==> src/rtl/apb2axi_cpl_status_table.sv <==
// ---------------------------------------------------------------------------
// apb2axi_cpl_status_table
//
// Purpose:
//   Drains the completion FIFO (ACLK domain) and keeps the most recent
//   completion seen for every tag. The APB-side register file uses it to
//   see which tags have completed (pending / irq), to read back a tag's
//   completion with its overflow flag, and to clear a tag once handled.
//
// Optional feature macro: APB2AXI_CPL_STATS_EN
//   Defined   -> saturating read / write / error completion counters.
//   Undefined -> no counter flops, stat_* outputs tied to zero.
//
// Ports:
//   aclk, areset        clock, asynchronous active-high reset
//   cpl_pop_valid/data  completion entry offered by the FIFO
//                       {is_write, tag, resp[1:0], error, num_beats[7:0]}
//   cpl_pop_ready       registered, high from the first cycle after reset
//   rd_req, rd_tag      status read request
//   rd_rsp_valid/data   one-cycle response {ovf, valid, entry}, pre-update state
//   clr_valid, clr_tag  clear valid/ovf of one tag (entry data kept)
//   pending, irq        registered valid bitmap and its OR
//   stat_rd_cnt         accepted read completions
//   stat_wr_cnt         accepted write completions
//   stat_err_cnt        accepted completions with error=1
// ---------------------------------------------------------------------------
module apb2axi_cpl_status_table #(
    parameter int TAG_W        = 4,
    parameter int COMPLETION_W = 16,
    parameter int CNT_W        = 16
) (
    input  logic                      aclk,
    input  logic                      areset,
    input  logic                      cpl_pop_valid,
    input  logic [COMPLETION_W-1:0]   cpl_pop_data,
    output logic                      cpl_pop_ready,
    input  logic                      rd_req,
    input  logic [TAG_W-1:0]          rd_tag,
    output logic                      rd_rsp_valid,
    output logic [COMPLETION_W+1:0]   rd_rsp_data,
    input  logic                      clr_valid,
    input  logic [TAG_W-1:0]          clr_tag,
    output logic [(2**TAG_W)-1:0]     pending,
    output logic                      irq,
    output logic [CNT_W-1:0]          stat_rd_cnt,
    output logic [CNT_W-1:0]          stat_wr_cnt,
    output logic [CNT_W-1:0]          stat_err_cnt
);

    localparam int N_TAG   = 2**TAG_W;
    localparam int TAG_LSB = 11;

    if (COMPLETION_W != 12 + TAG_W) begin : g_bad_width
        $error("COMPLETION_W must equal 12 + TAG_W");
    end

    // Field extraction from the incoming completion entry.
    logic [TAG_W-1:0] cpl_tag;
    logic             cpl_is_write;
    logic             cpl_error;
    logic             accept;

    assign cpl_tag      = cpl_pop_data[TAG_LSB +: TAG_W];
    assign cpl_is_write = cpl_pop_data[COMPLETION_W-1];
    assign cpl_error    = cpl_pop_data[8];

    // State
    logic                    ready_q;
    logic [N_TAG-1:0]        valid_q, valid_d;
    logic [N_TAG-1:0]        ovf_q, ovf_d;
    logic [COMPLETION_W-1:0] entry_q [N_TAG];
    logic [COMPLETION_W-1:0] entry_d [N_TAG];
    logic                    rd_rsp_valid_q, rd_rsp_valid_d;
    logic [COMPLETION_W+1:0] rd_rsp_data_q, rd_rsp_data_d;
    logic [N_TAG-1:0]        pending_q, pending_d;
    logic                    irq_q, irq_d;

    assign accept = cpl_pop_valid && ready_q;

    // Per-tag next state. On a same-tag accept+clear the clear consumed the
    // old entry, so the new one arrives without an overflow.
    always_comb begin
        for (int i = 0; i < N_TAG; i++) begin
            valid_d[i] = valid_q[i];
            ovf_d[i]   = ovf_q[i];
            entry_d[i] = entry_q[i];
            if (clr_valid && (clr_tag == TAG_W'(i))) begin
                valid_d[i] = 1'b0;
                ovf_d[i]   = 1'b0;
            end
            if (accept && (cpl_tag == TAG_W'(i))) begin
                valid_d[i] = 1'b1;
                entry_d[i] = cpl_pop_data;
                if (!(clr_valid && (clr_tag == TAG_W'(i)))) begin
                    ovf_d[i] = ovf_q[i] | valid_q[i];
                end
            end
        end
    end

    // Readout samples the current (pre-update) state; data holds between reads.
    always_comb begin
        rd_rsp_valid_d = rd_req;
        rd_rsp_data_d  = rd_rsp_data_q;
        if (rd_req) begin
            rd_rsp_data_d = {ovf_q[rd_tag], valid_q[rd_tag], entry_q[rd_tag]};
        end
    end

    // pending/irq follow the new valid vector so they appear the cycle after accept.
    always_comb begin
        pending_d = valid_d;
        irq_d     = |valid_d;
    end

    always_ff @(posedge aclk or posedge areset) begin
        if (areset) begin
            ready_q        <= 1'b0;
            valid_q        <= '0;
            ovf_q          <= '0;
            rd_rsp_valid_q <= 1'b0;
            rd_rsp_data_q  <= '0;
            pending_q      <= '0;
            irq_q          <= 1'b0;
            for (int i = 0; i < N_TAG; i++) begin
                entry_q[i] <= '0;
            end
        end else begin
            ready_q        <= 1'b1;
            valid_q        <= valid_d;
            ovf_q          <= ovf_d;
            rd_rsp_valid_q <= rd_rsp_valid_d;
            rd_rsp_data_q  <= rd_rsp_data_d;
            pending_q      <= pending_d;
            irq_q          <= irq_d;
            for (int i = 0; i < N_TAG; i++) begin
                entry_q[i] <= entry_d[i];
            end
        end
    end

    assign cpl_pop_ready = ready_q;
    assign rd_rsp_valid  = rd_rsp_valid_q;
    assign rd_rsp_data   = rd_rsp_data_q;
    assign pending       = pending_q;
    assign irq           = irq_q;

`ifdef APB2AXI_CPL_STATS_EN
    logic [CNT_W-1:0] rd_cnt_q, rd_cnt_d;
    logic [CNT_W-1:0] wr_cnt_q, wr_cnt_d;
    logic [CNT_W-1:0] err_cnt_q, err_cnt_d;

    // Saturating counters: stop at all-ones instead of wrapping.
    always_comb begin
        rd_cnt_d  = rd_cnt_q;
        wr_cnt_d  = wr_cnt_q;
        err_cnt_d = err_cnt_q;
        if (accept) begin
            if (!cpl_is_write && (rd_cnt_q != '1)) rd_cnt_d = rd_cnt_q + 1'b1;
            if (cpl_is_write && (wr_cnt_q != '1))  wr_cnt_d = wr_cnt_q + 1'b1;
            if (cpl_error && (err_cnt_q != '1))    err_cnt_d = err_cnt_q + 1'b1;
        end
    end

    always_ff @(posedge aclk or posedge areset) begin
        if (areset) begin
            rd_cnt_q  <= '0;
            wr_cnt_q  <= '0;
            err_cnt_q <= '0;
        end else begin
            rd_cnt_q  <= rd_cnt_d;
            wr_cnt_q  <= wr_cnt_d;
            err_cnt_q <= err_cnt_d;
        end
    end

    assign stat_rd_cnt  = rd_cnt_q;
    assign stat_wr_cnt  = wr_cnt_q;
    assign stat_err_cnt = err_cnt_q;
`else
    assign stat_rd_cnt  = '0;
    assign stat_wr_cnt  = '0;
    assign stat_err_cnt = '0;
`endif

endmodule

==> config.mk <==
export PLATFORM = sky130hd
export DESIGN_NAME = apb2axi_cpl_status_table
export DESIGN_NICKNAME = d
export VERILOG_FILES = /design/src/rtl/apb2axi_cpl_status_table.sv
export SDC_FILE = /design/constraint.sdc
export NUM_CORES = 1
export LEC_CHECK = 0
export CAP_MARGIN = 20
export CORE_ASPECT_RATIO = 1.1
export CORE_MARGIN = 1
export CORE_UTILIZATION = 50
export CTS_CLUSTER_DIAMETER = 150
export CTS_CLUSTER_SIZE = 28
export DETAILED_ROUTE_END_ITERATION = 12
export GPL_TIMING_DRIVEN = 0
export HOLD_SLACK_MARGIN = 0.05
export PLACE_DENSITY_LB_ADDON = 0.3
export RECOVER_POWER = 25
export SYNTH_ARGS = -nofsm -noshare
export SYNTH_HDL_FRONTEND = slang
export SYNTH_SLANG_ARGS = --single-unit
==> constraint.sdc <==
create_clock -name aclk -period 8.5 [get_ports aclk]
set_input_delay 0.85 -clock aclk [delete_from_list [all_inputs] [get_ports aclk]]
set_output_delay 0.85 -clock aclk [all_outputs]
set_load 0.05 [all_outputs]
==> reports/summary.txt <==
die height - 177 um
antenna violations before repair - 2
largest net degree at the start of global routing - 41
crit end category - asynchronous set/reset pin
Cells after Synth - 948
Seq cells post-synth - 309
max-slew violations - 101
CTS Buf Count - 15
worst-path fanout max - 37
Mapped Area - 0.0139 mm^2
Post-route DRC - 0
drt wl/cell - 23.4 um
placed cells - 1420
# setup viols final - 0
hold buffers post-CTS - 0
Layout Utilization - 0.577
clk buf depth - 3
DR vias/cell - 5.72
post-route design area - 0.0157 mm^2
nets - 1109
Final HPWL DP - 23700 um
maximum vdd drop - 0.158 mV
synthesis-to-finish area growth - 12.7%
clk_lat worst skew - 0.52 ns
Placer Congestion - 0.830
worst relative slew slack - -0.347
TNS Setup - 0 ns
Max Clock Freq - 249 MHz
WP data required - 9.22 ns
min cycle time layout - 4.01 ns
Tightest Hold Check Type - reg2reg
grt ovf - 0
Synth cell types - 39
synth warn - 0
placed cell area - 0.0153 mm^2
CTS clk-pin slew, worst paths - 0.11 ns
post-synthesis sequential area ratio - 0.555
Starting Density - 0.512
status - finished with violations
full die area - 0.0285 mm^2
Avg Inst Size Synth - 14.7 um^2
DRT antenna net count - 0
Final Cycle Share - 0.472
# IOs - 114
Pwr Density - 223 mW/mm^2
commonest non-fill, non-tap cell in the layout - dfrtp_1
Post-Route WL - 33700 um
CTS Sinks - 309
vias in the first global route - 8622
commonest cells after routing, fill and taps aside - 309 x dfrtp_1, 187 x mux2_2, 72 x mux4_2, 56 x clkdlybuf4s50_1, 50 x buf_4
IO buf count - 60
Leak - 7.16 nW
DRT iter0 DRCs - 472
Root Driver - clkbuf_16
routed via count - 8240
cell row count - 63
Core Region - 0.0272 mm^2
max cap viols - 3
Slew @ Worst Pin - 2.02 ns
share of layout cells above drive strength 1 - 0.372
Critical Path Start Type - input port
CTS tree - done
first-pass GRT wire length - 52300 um
failing checks - capacitance limit, slew limit
gr usage total - 0.246
endpoints failing hold - 0
setup repair bufs after CTS - 0
Pre-antenna DRT Iters - 5
RSZ-0062 raised after global routing - no
clock skew - 0.0379 ns
post_cts resized - 0
fin cells - 1440
Power, Total - 3.49 mW
critical path class - in2async
Die X - 161 um
crit path DAT - 4.74 ns
H-tree depth - 1
stage by stage:
stage / setup slack [ns] / hold WS [ns]
2_1_floorplan: 3.54 / 0.429
3_3_place_gp: 1.42 / 0.444
3_5_place_dp: 5.22 / 0.450
4_1_cts: 5.70 / 0.476
5_1_grt: 3.85 / 0.486
6_report: 4.49 / 0.474
cells by family (layout without fill, tap and decap cells):
logic type	count (synthesis)	in the layout	synth area share
flops	309	309	0.555
mux	300	300	0.298
simple gates	169	169	0.0744
buf+inv	109	195	0.0455
compound gates	59	59	0.0266
other cells	2	51	0.000539
worst max-delay path, cell delays in order:
cell and delay [ns]:
dlygate4sd3_1 0.54, clkinvlp_2 0.93, clkbuf_1 1.52, buf_12 0.32
buf_12 0.25, buf_12 0.25
state kept, by name (all words and copies together), names as in the netlist:
signal and cells:
rd_rsp_valid 1, pending 16, ovf_q 16, rd_rsp_data 18, entry_q 256, irq 1
cpl_pop_ready 1
path summary, 6_finish.rpt:
check	startpoint	to	slack, ns	depth (start not counted)
worst max register to register	cpl_pop_ready	entry_q[128]	6.16	4
max in group aclk	rd_tag[1]	rd_rsp_data[16]	5.71	5
worst min register to register	entry_q[11]	entry_q[11]	0.47	1
worst max-delay path	areset	entry_q[8]	4.49	6
worst min-delay path	entry_q[11]	entry_q[11]	0.47	1
min in group asynchronous	areset	entry_q[203]	1.15	2
routing by layer:
layer	track usage	wire [um]	vias up
met5	0	0	-
met4	0.0814	1120	0
met3	0.0358	1590	57
met2	0.400	16400	244
met1	0.343	14600	4361
li1	-	-	3578
power by group:
group	switching, mW	internal [mW]	total [mW]
registers	0.147	1.72	1.87
logic	0.426	0.392	0.819
clock network	0.475	0.332	0.807
Yosys cell counts, drive strengths merged:
cell type,n,area [um^2]
or2,25,156
nor2b,14,87.6
a21oi,10,50.1
nand4,2,18.8
o221ai,18,158
nand4b,4,47.6
o21ai,25,125
and4,1,8.76
a31oi,6,37.5
mux4,72,1620
clkbuf,24,91.3
and4b,2,20.0
mux2,192,2160
nand4bb,1,11.3
conb,2,7.51
buf,84,538
and3,1,6.26
nor2,42,218
nor4,3,18.8
nand3b,2,15.0
mux2i,36,360
and2,20,125
nand2,16,67.6
dfrtp,309,7730
nand2b,31,194
inv,1,3.75
nand3,3,20.0
and4bb,1,12.5
or3b,1,8.76
final cells by class:
type | count | area [um^2]
Fill cell | 2197 | 11500
Timing Repair Buffer | 68 | 728
Tap cell | 357 | 447
Clock buffer | 16 | 379
Inverter | 1 | 5.00
Multi-Input combinational cell | 577 | 5730
Sequential cell | 309 | 7730
Buffer | 108 | 628
Antenna cell | 2 | 5.00
Clock inverter | 2 | 38.8
Note: power is estimated with default switching activity, not from simulation.
